`src/rtl/multicycle_sequencer.sv`:
```
// Multicycle control sequencer: steps each instruction through
// FETCH/DECODE/EXEC/MEM/WB, waits on the memory ready handshakes, drives
// write strobes and mux selects, counts retired instructions and flags
// illegal opcodes.
module multicycle_sequencer #(
    parameter int unsigned RETIRE_W = 16
) (
    input  logic                CLK,
    input  logic                RST_N,
    input  logic [2:0]          INSTR_TYPE,
    input  logic [4:0]          INSTR_OP,
    input  logic                COND,
    input  logic                IMEM_READY,
    input  logic                DMEM_READY,
    output logic                IMEM_REQ,
    output logic                DMEM_REQ,
    output logic                W_MI,
    output logic                W_PC,
    output logic                W_RB,
    output logic                W_RF,
    output logic                W_DM,
    output logic                S_MXPC,
    output logic                S_MXRB,
    output logic                S_MXSE,
    output logic [4:0]          OP_ALU,
    output logic [2:0]          STATE,
    output logic                ILLEGAL,
    output logic [RETIRE_W-1:0] RETIRE_CNT
);

    typedef enum logic [2:0] {
        S_FETCH  = 3'd0,
        S_DECODE = 3'd1,
        S_EXEC   = 3'd2,
        S_MEM    = 3'd3,
        S_WB     = 3'd4,
        S_HALT   = 3'd5
    } state_t;

    localparam logic [2:0] T_ALU_RR = 3'b000;
    localparam logic [2:0] T_ALU_IM = 3'b001;
    localparam logic [2:0] T_LOAD   = 3'b010;
    localparam logic [2:0] T_STORE  = 3'b011;
    localparam logic [2:0] T_BRANCH = 3'b100;
    localparam logic [2:0] T_JUMP   = 3'b101;
    localparam logic [2:0] T_ILLEGAL= 3'b110;
    localparam logic [2:0] T_HALT   = 3'b111;

    state_t                state;
    state_t                state_next;
    logic                  running;
    logic                  retire;
    logic                  set_illegal;
    logic                  illegal_q;
    logic [RETIRE_W-1:0]   retire_cnt;

    // Fetch is held off until the first edge after reset release, so the
    // request (and any READY it would qualify) stays low while in reset.
    always_ff @(posedge CLK or negedge RST_N) begin
        if (!RST_N) begin
            running <= 1'b0;
        end else begin
            running <= 1'b1;
        end
    end

    // State register.
    always_ff @(posedge CLK or negedge RST_N) begin
        if (!RST_N) begin
            state <= S_FETCH;
        end else begin
            state <= state_next;
        end
    end

    // Sticky illegal flag and retired-instruction counter.
    always_ff @(posedge CLK or negedge RST_N) begin
        if (!RST_N) begin
            illegal_q  <= 1'b0;
            retire_cnt <= '0;
        end else begin
            if (set_illegal) begin
                illegal_q <= 1'b1;
            end
            if (retire) begin
                retire_cnt <= retire_cnt + RETIRE_W'(1);
            end
        end
    end

    // Next-state decode and Moore strobes/selects per state.
    always_comb begin
        state_next  = state;
        retire      = 1'b0;
        set_illegal = 1'b0;
        IMEM_REQ    = 1'b0;
        DMEM_REQ    = 1'b0;
        W_MI        = 1'b0;
        W_PC        = 1'b0;
        W_RB        = 1'b0;
        W_RF        = 1'b0;
        W_DM        = 1'b0;
        S_MXPC      = 1'b0;
        S_MXRB      = 1'b0;
        S_MXSE      = 1'b0;
        OP_ALU      = '0;

        case (state)
            S_FETCH: begin
                if (running) begin
                    IMEM_REQ = 1'b1;
                    if (IMEM_READY) begin
                        W_MI       = 1'b1;
                        W_PC       = 1'b1;
                        state_next = S_DECODE;
                    end
                end
            end

            S_DECODE: begin
                case (INSTR_TYPE)
                    T_HALT:    state_next = S_HALT;
                    T_ILLEGAL: begin
                        set_illegal = 1'b1;
                        state_next  = S_HALT;
                    end
                    default:   state_next = S_EXEC;
                endcase
            end

            S_EXEC: begin
                OP_ALU = INSTR_OP;
                case (INSTR_TYPE)
                    T_ALU_RR: begin
                        W_RF       = 1'b1;
                        state_next = S_WB;
                    end
                    T_ALU_IM: begin
                        S_MXSE     = 1'b1;
                        W_RF       = 1'b1;
                        state_next = S_WB;
                    end
                    T_LOAD, T_STORE: begin
                        S_MXSE     = 1'b1;
                        state_next = S_MEM;
                    end
                    T_BRANCH: begin
                        S_MXPC     = 1'b1;
                        W_PC       = COND;
                        retire     = 1'b1;
                        state_next = S_FETCH;
                    end
                    T_JUMP: begin
                        S_MXPC     = 1'b1;
                        W_PC       = 1'b1;
                        retire     = 1'b1;
                        state_next = S_FETCH;
                    end
                    default: state_next = S_FETCH;
                endcase
            end

            S_MEM: begin
                DMEM_REQ = 1'b1;
                W_DM     = (INSTR_TYPE == T_STORE);
                if (DMEM_READY) begin
                    if (INSTR_TYPE == T_STORE) begin
                        retire     = 1'b1;
                        state_next = S_FETCH;
                    end else begin
                        state_next = S_WB;
                    end
                end
            end

            S_WB: begin
                W_RB       = 1'b1;
                S_MXRB     = (INSTR_TYPE == T_LOAD);
                retire     = 1'b1;
                state_next = S_FETCH;
            end

            S_HALT: state_next = S_HALT;

            default: state_next = S_FETCH;
        endcase
    end

    assign STATE      = state;
    assign ILLEGAL    = illegal_q;
    assign RETIRE_CNT = retire_cnt;

endmodule
```
`config.mk`:
```
export PLATFORM = sky130hd
export DESIGN_NAME = multicycle_sequencer
export DESIGN_NICKNAME = d
export VERILOG_FILES = /design/src/rtl/multicycle_sequencer.sv
export SDC_FILE = /design/constraint.sdc
export NUM_CORES = 1
export LEC_CHECK = 0
export CORE_UTILIZATION = 30
export CTS_BUF_LIST = sky130_fd_sc_hd__clkbuf_4
export CTS_CLUSTER_DIAMETER = 40
export DETAILED_ROUTE_END_ITERATION = 12
export DONT_BUFFER_PORTS = 1
export PLACE_DENSITY_LB_ADDON = 0.3
export SLEW_MARGIN = 0
export SYNTH_ARGS = -nofsm -noshare
export SYNTH_HDL_FRONTEND = slang
export SYNTH_SLANG_ARGS = --single-unit
```
`constraint.sdc`:
```
create_clock -name CLK -period 2.65 [get_ports CLK]
set_clock_uncertainty 0.15 [all_clocks]
set_input_delay 0.1325 -clock CLK [delete_from_list [all_inputs] [get_ports CLK]]
set_output_delay 0.1325 -clock CLK [all_outputs]
set_load 0.02 [all_outputs]
```
Word-level counts from Yosys, hierarchy flattened
Index checks and enable logic that the tools add are counted.

cells by class
  $add $sub $neg = 1
  multiplexer cells = 30
  equal/unequal tests = 15
  reductions and logical operators = 8

operators by type and width
  operator               count
  $mux 1                 19
  $eq 3x3->1 const B     6
  $add 16x1->16 const B  1
  $mux 3                 5
  $pmux 3 s5             1
  $eq 3x2->1 const B     4
  $reduce_or 2->1        4
  $eq 3x1->1 const B     2
  $logic_not 3->1        2
  $ne 2x2->1 const B     3
  $pmux 3 s2             1
  $mux 5                 1
  $pmux 1 s2             2
  $pmux 1 s3             1
  $reduce_and 3->1       1
  $reduce_or 3->1        1

storage, ports and cells
  input port bits = 13
  output and inout port bits = 35
  register bits = 21
  logic and storage cells = 58

Longest topological paths before layout
Gate-level depths: netlist (run 1).

  depth in word-level cells = 4
  gate-level depth with buffers = 6
  mapped depth without buffers = 5

Worst setup path after synthesis (run 1)
OpenSTA, ideal clock, no wires.

  path type = register to output
  from = register state[1] (netlist: STATE[1])
  to = output W_PC
  data required time = 2.368 ns
  path buffers = 1
  arrival time = 1.768 ns
  stages on the path, launching flop included = 5
  setup slack = 0.599 ns
  cells stage by stage = dfrtp_1 > clkbuf_1 > nand3_1 > nor3_1 > a21o_1

on the way
  word-level cells in the longest chain between the ends = 2
  elaborated cells on any way between the ends = 3
  those cells by class = eq/ne: 1; mux: 1; reduce/logical: 1

ends and longest elaborated chain
  element                                               RTL line  source
  from (decl)                                           49        state_t state;
  from (signal assigned)                                72        state <= state_next;
  $eq 3x2->1 / $logic_not 3->1 (equally long branches)  108       case (state)
  $pmux 1 s2 *                                          108
  to (decl)                                             18        output logic W_PC,

Every way passes the cells marked *; elsewhere a longest branch is shown, timed or not.

Worst setup path after layout (run 1)
  from = register state[0] (netlist: STATE[0])
  to = output W_PC

Same word-level chain as after synthesis.

==> flow_summary.toml, run 1 <==
[min_path]
hp-class = "in -> reg"
min_from = "INSTR_TYPE[1]"

[power]
ir_worst_vdd_uv = 528
power_density_nw_per_um2 = 794
total_power_mw = 1.15
p_leak_nw = 0.601

[yosys]
synth.yosys.seq_area_share_pct = 40.9
ys_seq_elements = 21
ys_top_cells_by_count = "dfrtp_1 (21), xnor2_1 (15), and3_1 (11), and2_1 (8), o2111ai_1 (6)"
synth_edf_count = 0
synthCells = 125
synth.net_count = 139
yosysTopAreaCell = "dfrtp_1"
synth_area_leaders = "dfrtp_1 (41%), xnor2_1 (10%), and3_1 (5.4%)"
synth.avg_cell_area_um2 = 10.3
synth-async-reset-ratio_pct = 100
ys_types = 43
synthFlopType = "dfrtp_1"
synth_top_area_share_pct = 40.9
syn_area_um2 = 1280
synth_most_common_cell = "dfrtp_1"
synth-warning-count = 0

[placement]
place_hpwl_um = 2130
dp_cells = 173
io_buffers = 0
globalplace.congestion = 0.834

[cts]
clockRootBuffer = "clkbuf_4"
post-cts-setup-buffer-count = 0
cts_resized = 0
holdBufCountCts = 7
cts.sinks = 21
clock_latency_ns = 0.30
htree_levels = 1
cts_tree = "built"
cts.path.max_buffers = 2
clkTransAtPathRegs_ns = 0.12
numCtsBuffers = 3

[detailed_routing]
num_vias = 1021
drt-initial-drc-count = 21
dr.pass1.iters = 4
drc_errors = 0
drt-vias-per-instance = 5.55
wl_per_cell_um = 16.0
ant_nets = 0
wl_um = 2950

[sta]
setup_violations = 0
drv_slew = 0
fin_crit_sh_pct = 80.8
period_minus_slack_ns = 2.14
max_freq_mhz = 467
finalSetupTns_ns = 0
hold_violations = 0
rsz0062_at_grt = "false"
relSlewSlack_pct = 36.2
worst_pin_slew_ns = 0.954

[setup_path]
critPathMaxStageDelay_ns = 0.56
cp.required_ns = 2.37
worstPathArrival_ns = 1.86
r2r-start = "STATE[0]"
end_kind = "primary output"
start_kind = "register"
critPathSlowestCell = "dfrtp_1"
worstSetupPathType = "reg -> out"
crit_start = "STATE[0]"
critical_path.max_fanout = 12
path_cells = "buf_4, nor3_1, and3_1, a21o_1"

[global_routing]
antenna_found_initial = 0
grt_usage_pct = 13.7
grt_pass1_vias = 1026
grt_pass1_wl_um = 4690
overflow = 0
grt_max_degree = 22

[die]
start_util_pct = 31.7
ios = 48
fp.coreArea_um2 = 4060
rows = 23
die_w_um = 67.4
die-area_um2 = 4550
die_y_um = 67.4

[finish]
syn2layout_area_growth_pct = 12.3
finalNonFillerCells = 184
fin_nets = 149
antenna_cells = 0
drive_above_1_share_pct = 12.7

[run_status]
outcome = "finished clean"

[job]
max_cap_violations = 0
-- metrics by stage --
step                setup slack, ns  hold WS (ns)  util [%]  area [um^2]
finish                        0.508        0.0296      35.6         1440
global route                  0.401        0.0344      35.6         1440
CTS                           0.491        0.0114      35.6         1440
detailed placement            0.564        -0.312      33.1         1350
global placement              0.597        -0.313      33.1         1350
floorplan                     0.599        -0.313         -         1280
-- layout by cell type (no fill, tap or decap), drive strengths merged --
| cell | count |
|---|---|
| nor2 | 6 |
| dfrtp | 21 |
| and4b | 1 |
| clkbuf | 3 |
| and2 | 8 |
| nor3 | 6 |
| conb | 1 |
| and4 | 1 |
| o2bb2ai | 1 |
| a21oi | 4 |
| a31oi | 2 |
| ha | 1 |
| dlygate4sd3 | 7 |
| mux2i | 1 |
| o211ai | 2 |
| or3b | 1 |
| o21bai | 1 |
| nand4bb | 1 |
| o32ai | 1 |
| and3 | 11 |
| clkinv | 1 |
| a311oi | 1 |
| nand3 | 3 |
| o21ai | 6 |
| nand3b | 1 |
| nand2b | 2 |
| xnor2 | 15 |
| or2 | 1 |
| nand2 | 1 |
| mux2 | 1 |
| a21o | 1 |
| nand4b | 1 |
| o2111ai | 7 |
| inv | 5 |
| nor4 | 1 |
| a211oi | 1 |
| a2111oi | 2 |
| buf | 4 |
-- routing by layer --
layer	GRT usage (%)	wire length [um]	vias up
met1	16.8	1300	491
met3	3.72	248	2
met4	3.99	10	0
met5	0	0	-
li1	-	-	481
met2	23.4	1390	47
-- path summary, 6_finish.rpt --
check                                  to  cells after the start  slack (ns)
setup / recovery                     W_PC                      4        0.51
hold / removal                   STATE[1]                      4        0.03
setup reg to reg                 STATE[0]                      5        0.52
hold reg to reg            RETIRE_CNT[14]                      1        0.49
max in group asynchronous        STATE[0]                      1        1.51
min in group asynchronous   RETIRE_CNT[9]                      1        0.26
-- critical path, delay by kind of cell (launching register included) --
family | cells | cell delay, ns
AOI/OAI and AO/OA | 1 | 0.22
buffers and inverters | 1 | 0.26
DFF | 1 | 0.56
and+or+nand+nor | 2 | 0.51
-- flip-flops by register name, summed over array words and instances, names as in the netlist --
name / count
RETIRE_CNT: 16
ILLEGAL: 1
running: 1
STATE: 3
-- cell families after synthesis --
family / share of synthesized area, %
buf+inv: 3.99
mux: 1.95
flops: 40.9
xor+xnor: 10.2
compound gates: 18.2
simple gates: 23.5
fa+ha+maj: 0.974
other cells: 0.292
-- final cells by class --
type / instances / area [um^2]
sequential: 21 / 526
timing repair buffer: 11 / 100
multi-input combinational: 93 / 708
tap: 50 / 62.6
inverter: 5 / 18.8
fill: 423 / 2620
clock buffer: 3 / 22.5
clock inverter: 1 / 5.00
-- where the power goes --
part / leakage (nW) / internal, mW / switching [mW]
combinational: 0.307 / 0.185 / 0.257
clock: 0.0177 / 0.0563 / 0.0997
sequential: 0.276 / 0.379 / 0.168
Note: power is estimated with default switching activity, not from simulation.
==> run 2: changes to the inputs <==
- ABC_AREA: unset -> 1
- clock period: 2.65 -> 1.75 ns (I/O delays scaled with it)
==> run 2 against run 1 <==
Flip-flop and latch count is the same. Register-to-register slack got worse by 0.43 ns. Count of clock-buffer cells in the layout stayed put. Critical path type unchanged. The flow now finishes with violations (setup timing). Sequential share of layout area shrank 9.7 points. Core utilization rose by 5.5 points. Setup slack got worse by 0.52 ns.
==> flow_summary.toml, run 2 <==
[yosys]
syn_area_um2 = 1510
synth_most_common_cell = "nand2_1"
ys_types = 23
synth.yosys.seq_area_share_pct = 34.8
synth-async-reset-ratio_pct = 100
ys_top_cells_by_count = "nand2_1 (64), nor2_1 (27), inv_1 (22), dfrtp_1 (21), nand3_1 (19)"
ys_seq_elements = 21
synthCells = 211
synth_top_area_share_pct = 34.8
synth.avg_cell_area_um2 = 7.15
synth.net_count = 225
synth_edf_count = 0
synthFlopType = "dfrtp_1"
yosysTopAreaCell = "dfrtp_1"
synth-warning-count = 0
synth_area_leaders = "dfrtp_1 (35%), nand2_1 (16%), nand3_2 (8.0%)"

[detailed_routing]
wl_per_cell_um = 12.4
drt-vias-per-instance = 4.60
drc_errors = 0
dr.pass1.iters = 4
drt-initial-drc-count = 93
wl_um = 4000
num_vias = 1486
ant_nets = 0

[cts]
clockRootBuffer = "clkbuf_4"
numCtsBuffers = 3
htree_levels = 1
cts_tree = "built"
clock_latency_ns = 0.32
cts.path.max_buffers = 2
cts.sinks = 21
clkTransAtPathRegs_ns = 0.11

[setup_path]
path_cells = "inv_2, nand3_2, nor3_4, o21ai_1, o21ai_0, buf_4"
worstPathArrival_ns = 1.52
cp_num_buf_inv = 2
cp.depth = 6
critical_path.max_fanout = 4
crit_start = "STATE[2]"
end_kind = "primary output"
r2r-start = "STATE[2]"
worstSetupPathType = "reg -> out"
critPathMaxStageDelay_ns = 0.43
critPathTopFamily = "flip-flops"
critPathSlowestCell = "dfrtp_1"
reg2regPathDepth = 8
start_kind = "register"
cp.required_ns = 1.51

[sta]
period_minus_slack_ns = 1.76
worst_pin_slew_ns = 1.00
hold_violations = 0
finalSetupTns_ns = -0.00936
worst_slack_ns = -0.00936
setup_violations = 1
fin_crit_sh_pct = 101
rsz0062_at_grt = "true"
drv_slew = 0
max_freq_mhz = 568
relSlewSlack_pct = 33.1

[finish]
final_cell_area_um2 = 1960
syn2layout_area_growth_pct = 30.1
layout_common_cells = "nand2_1 (64), buf_4 (38), nor2_1 (26), inv_1 (22), dfrtp_1 (21)"
finalNonFillerCells = 323
antenna_cells = 0
largest_register_ffs = 16
drive_above_1_share_pct = 30.1
fin_nets = 271
final_common_cell = "nand2_1"

[run_status]
violations = "setup timing"
outcome = "finished, violations left"

[placement]
dpl_worst_slack_ns = 0.00585
placed_area_um2 = 1800
globalplace.congestion = 0.836
io_buffers = 0
place_hpwl_um = 2940
dp_cells = 306

[power]
p_leak_nw = 0.997
ir_worst_vdd_uv = 787
power_density_nw_per_um2 = 1060

[min_path]
min_from = "IMEM_READY"
hold_depth = 4
hp-class = "in -> reg"

[die]
fp.coreArea_um2 = 4790
rows = 25
die-area_um2 = 5320
ios = 48
die_w_um = 72.9
start_util_pct = 31.5
die_y_um = 72.9

[global_routing]
overflow = 0
grt_max_degree = 22
grt_pass1_vias = 1402
antenna_found_initial = 0
grt_usage_pct = 15.7
grt_pass1_wl_um = 6480

[job]
max_cap_violations = 0
==> run 2: area by class of cell <==
| class | count | area [um^2] |
|---|---|---|
| Clock buffer | 3 | 22.5 |
| Clock inverter | 1 | 5.00 |
| Fill cell | 509 | 2820 |
| Inverter | 27 | 101 |
| Multi-Input combinational cell | 160 | 878 |
| Sequential cell | 21 | 526 |
| Tap cell | 67 | 83.8 |
| Timing Repair Buffer | 44 | 347 |
==> run 2: routing by layer <==
metal	global-route usage, %	vias up	wire length (um)	part of all wire, %
li1	-	759	-	-
met1	18.0	692	1760	44
met2	29.3	33	2010	50
met3	4.56	2	219	5.5
met4	1.96	0	14	0.35
met5	0	-	0	0
==> run 2: worst paths after layout <==
kind | endpoint | slack [ns]
worst max-delay path | W_PC | -0.009
worst min-delay path | STATE[2] | 0.01
worst max register to register | RETIRE_CNT[1] | 0.09
worst min register to register | RETIRE_CNT[0] | 0.44
max in group asynchronous | STATE[1] | 0.61
min in group asynchronous | RETIRE_CNT[6] | 0.21
==> run 2: logic make-up (layout without fill, tap and decap cells) <==
group	Yosys count	in the layout	synth area share, %
AND/OR/NAND/NOR	143	143	48.0
buffers and inverters	30	75	9.04
flip-flops	21	21	34.8
AO/OA/AOI/OAI	8	8	2.98
XOR/XNOR	7	7	4.06
adder cells (fa/ha/maj)	1	1	0.829
other	1	1	0.249
==> run 2: stage by stage <==
| step | utilization (%) | hold slack (ns) | power, mW |
|---|---|---|---|
| floorplan | - | -0.358 | 1.40 |
| global placement | 37.7 | -0.358 | 1.68 |
| detailed placement | 37.7 | -0.358 | 1.68 |
| CTS | 40.3 | 0.00245 | 2.06 |
| global route | 41.0 | 0.0314 | 2.24 |
| finish | 41.0 | 0.0102 | 2.07 |
==> run 2: power breakdown <==
group | total (mW) | internal, mW | switching, mW
registers | 0.675 | 0.567 | 0.108
clock network | 0.247 | 0.0854 | 0.162
logic | 1.15 | 0.454 | 0.697
==> run 2: worst min-delay path, cell delays in order <==
cell and delay (ns):
nand2_1 0.07, inv_1 0.06, o21ai_0 0.09, nor2_1 0.12
==> run 2: timing repair <==
item | 4_1_cts | 5_1_grt
resized for setup | 3 | 3
pin swaps | 0 | 2
setup buffers | 5 | 3
gates cloned | 0 | 0
hold buffers | 5 | 0
hold endpoints to repair | 30 | 0
endpoints found under the setup margin | 7 | 23
==> run 3: changes to the inputs <==
- MAX_ROUTING_LAYER: unset -> met4
==> run 3 against run 2 <==
The run still ends with setup timing left. Hold slack about the same. Design area unchanged. Combinational power about the same. First-iteration DRC count decreased by 3.2%. Largest power group unchanged. Highest routed layer unchanged. Clock power about the same. Core utilization unchanged. Maximum frequency about the same.
==> flow_summary.toml, run 3 (synthesis gave the netlist of run 2 again) <==
[power]
p_leak_nw = 0.997
power_density_nw_per_um2 = 1060
ir_worst_vdd_uv = 787

[finish]
fin_nets = 271
fin_util_pct = 41.0
antenna_cells = 0
drive_above_1_share_pct = 30.1
final_common_cell = "nand2_1"
largest_register_ffs = 16
layout_common_cells = "nand2_1 (64), buf_4 (38), nor2_1 (26), inv_1 (22), dfrtp_1 (21)"
syn2layout_area_growth_pct = 30.1

[detailed_routing]
wl_per_cell_um = 12.3
drt-vias-per-instance = 4.62
ant_nets = 0
wl_um = 3970
drt-initial-drc-count = 90
drc_errors = 0
dr.pass1.iters = 4
num_vias = 1492

[sta]
hold_slack_ns = 0.0102
max_freq_mhz = 568
drv_slew = 0
period_minus_slack_ns = 1.76
hold_violations = 0
setup_violations = 1
relSlewSlack_pct = 33.4
rsz0062_at_grt = "true"
fin_crit_sh_pct = 101
worst_slack_ns = -0.00935
worst_pin_slew_ns = 0.996

[setup_path]
reg2regPathDepth = 8
crit_start = "STATE[2]"
worstSetupPathType = "reg -> out"
cp.required_ns = 1.51
r2r-start = "STATE[2]"
critPathCapture = "W_PC"
end_kind = "primary output"
reg2reg_to = "RETIRE_CNT[1]"
critical_path.max_fanout = 4
start_kind = "register"
reg2reg_slack_ns = 0.09
worstPathArrival_ns = 1.52

[die]
die_w_um = 72.9
rows = 25
ios = 48
die_y_um = 72.9
die-area_um2 = 5320
fp.coreArea_um2 = 4790
start_util_pct = 31.5

[cts]
clkTransAtPathRegs_ns = 0.11
numCtsBuffers = 3
clock_latency_ns = 0.32
cts.sinks = 21
cts.path.max_buffers = 2
cts_tree = "built"
clockRootBuffer = "clkbuf_4"
htree_levels = 1

[min_path]
hp-class = "in -> reg"
hold_depth = 4

[placement]
io_buffers = 0
dpl_worst_slack_ns = 0.00585
globalplace.congestion = 0.848
place_hpwl_um = 2940

[global_routing]
grt_pass1_vias = 1403
grt_usage_pct = 16.1
grt_max_degree = 22
grt_pass1_wl_um = 6470
overflow = 0
antenna_found_initial = 0

[run_status]
outcome = "finished, violations left"
violations = "setup timing"

[job]
max_cap_violations = 0
## run 3: cell type report
class / instances / area (um^2)
inverters: 27 / 101
fillers: 509 / 2820
well taps: 67 / 83.8
multi-input cells: 160 / 878
clock buffers: 3 / 22.5
clock inverters: 1 / 5.00
repair buffers: 44 / 347
flip-flops and latches: 21 / 526
## run 3: what timing repair did
item	4_1_cts	5_1_grt
endpoints found under the hold margin	30	0
hold buffers	5	0
resized for setup	3	3
endpoints found under the setup margin	7	23
gates cloned	0	0
pin swaps	0	2
setup buffers	5	3
## run 3: power by group
part / internal, mW / total [mW] / switching (mW) / leakage [nW]
combinational: 0.454 / 1.15 / 0.698 / 0.699
sequential: 0.567 / 0.675 / 0.108 / 0.281
clock: 0.0854 / 0.247 / 0.162 / 0.0177
## run 3: worst max-delay path: stages (launching register included)
cell and delay, ns:
dfrtp_1 0.43, inv_2 0.10, nand3_2 0.11, nor3_4 0.23
o21ai_1 0.11, o21ai_0 0.09, buf_4 0.17
## run 3: how the worst min path moves through the flow
stage	from	end	slack (ns)
floorplan	RST_N	ILLEGAL	-0.36
global placement	RST_N	RETIRE_CNT[8]	-0.36
detailed placement	RST_N	RETIRE_CNT[6]	-0.36
CTS	IMEM_READY	STATE[2]	0.002
global route	IMEM_READY	STATE[2]	0.03
finish	IMEM_READY	STATE[2]	0.01
## run 3: stage by stage
step / total power, mW / TNS, ns / cells / instance area (um^2)
after floorplan: 1.40 / 0 / 211 / 1520
after global placement: 1.68 / 0 / 306 / 1800
after detailed placement: 1.68 / 0 / 306 / 1800
after CTS: 2.06 / -0.00997 / 320 / 1930
after global routing: 2.24 / -0.505 / 323 / 1960
final: 2.07 / -0.00935 / 323 / 1960
## run 3: layer usage
layer | global-route usage (%) | routed length (um)
met3 | 4.56 | 220
met5 | - | 0
met1 | 17.9 | 1730
met4 | 1.96 | 14
met2 | 29.3 | 2000
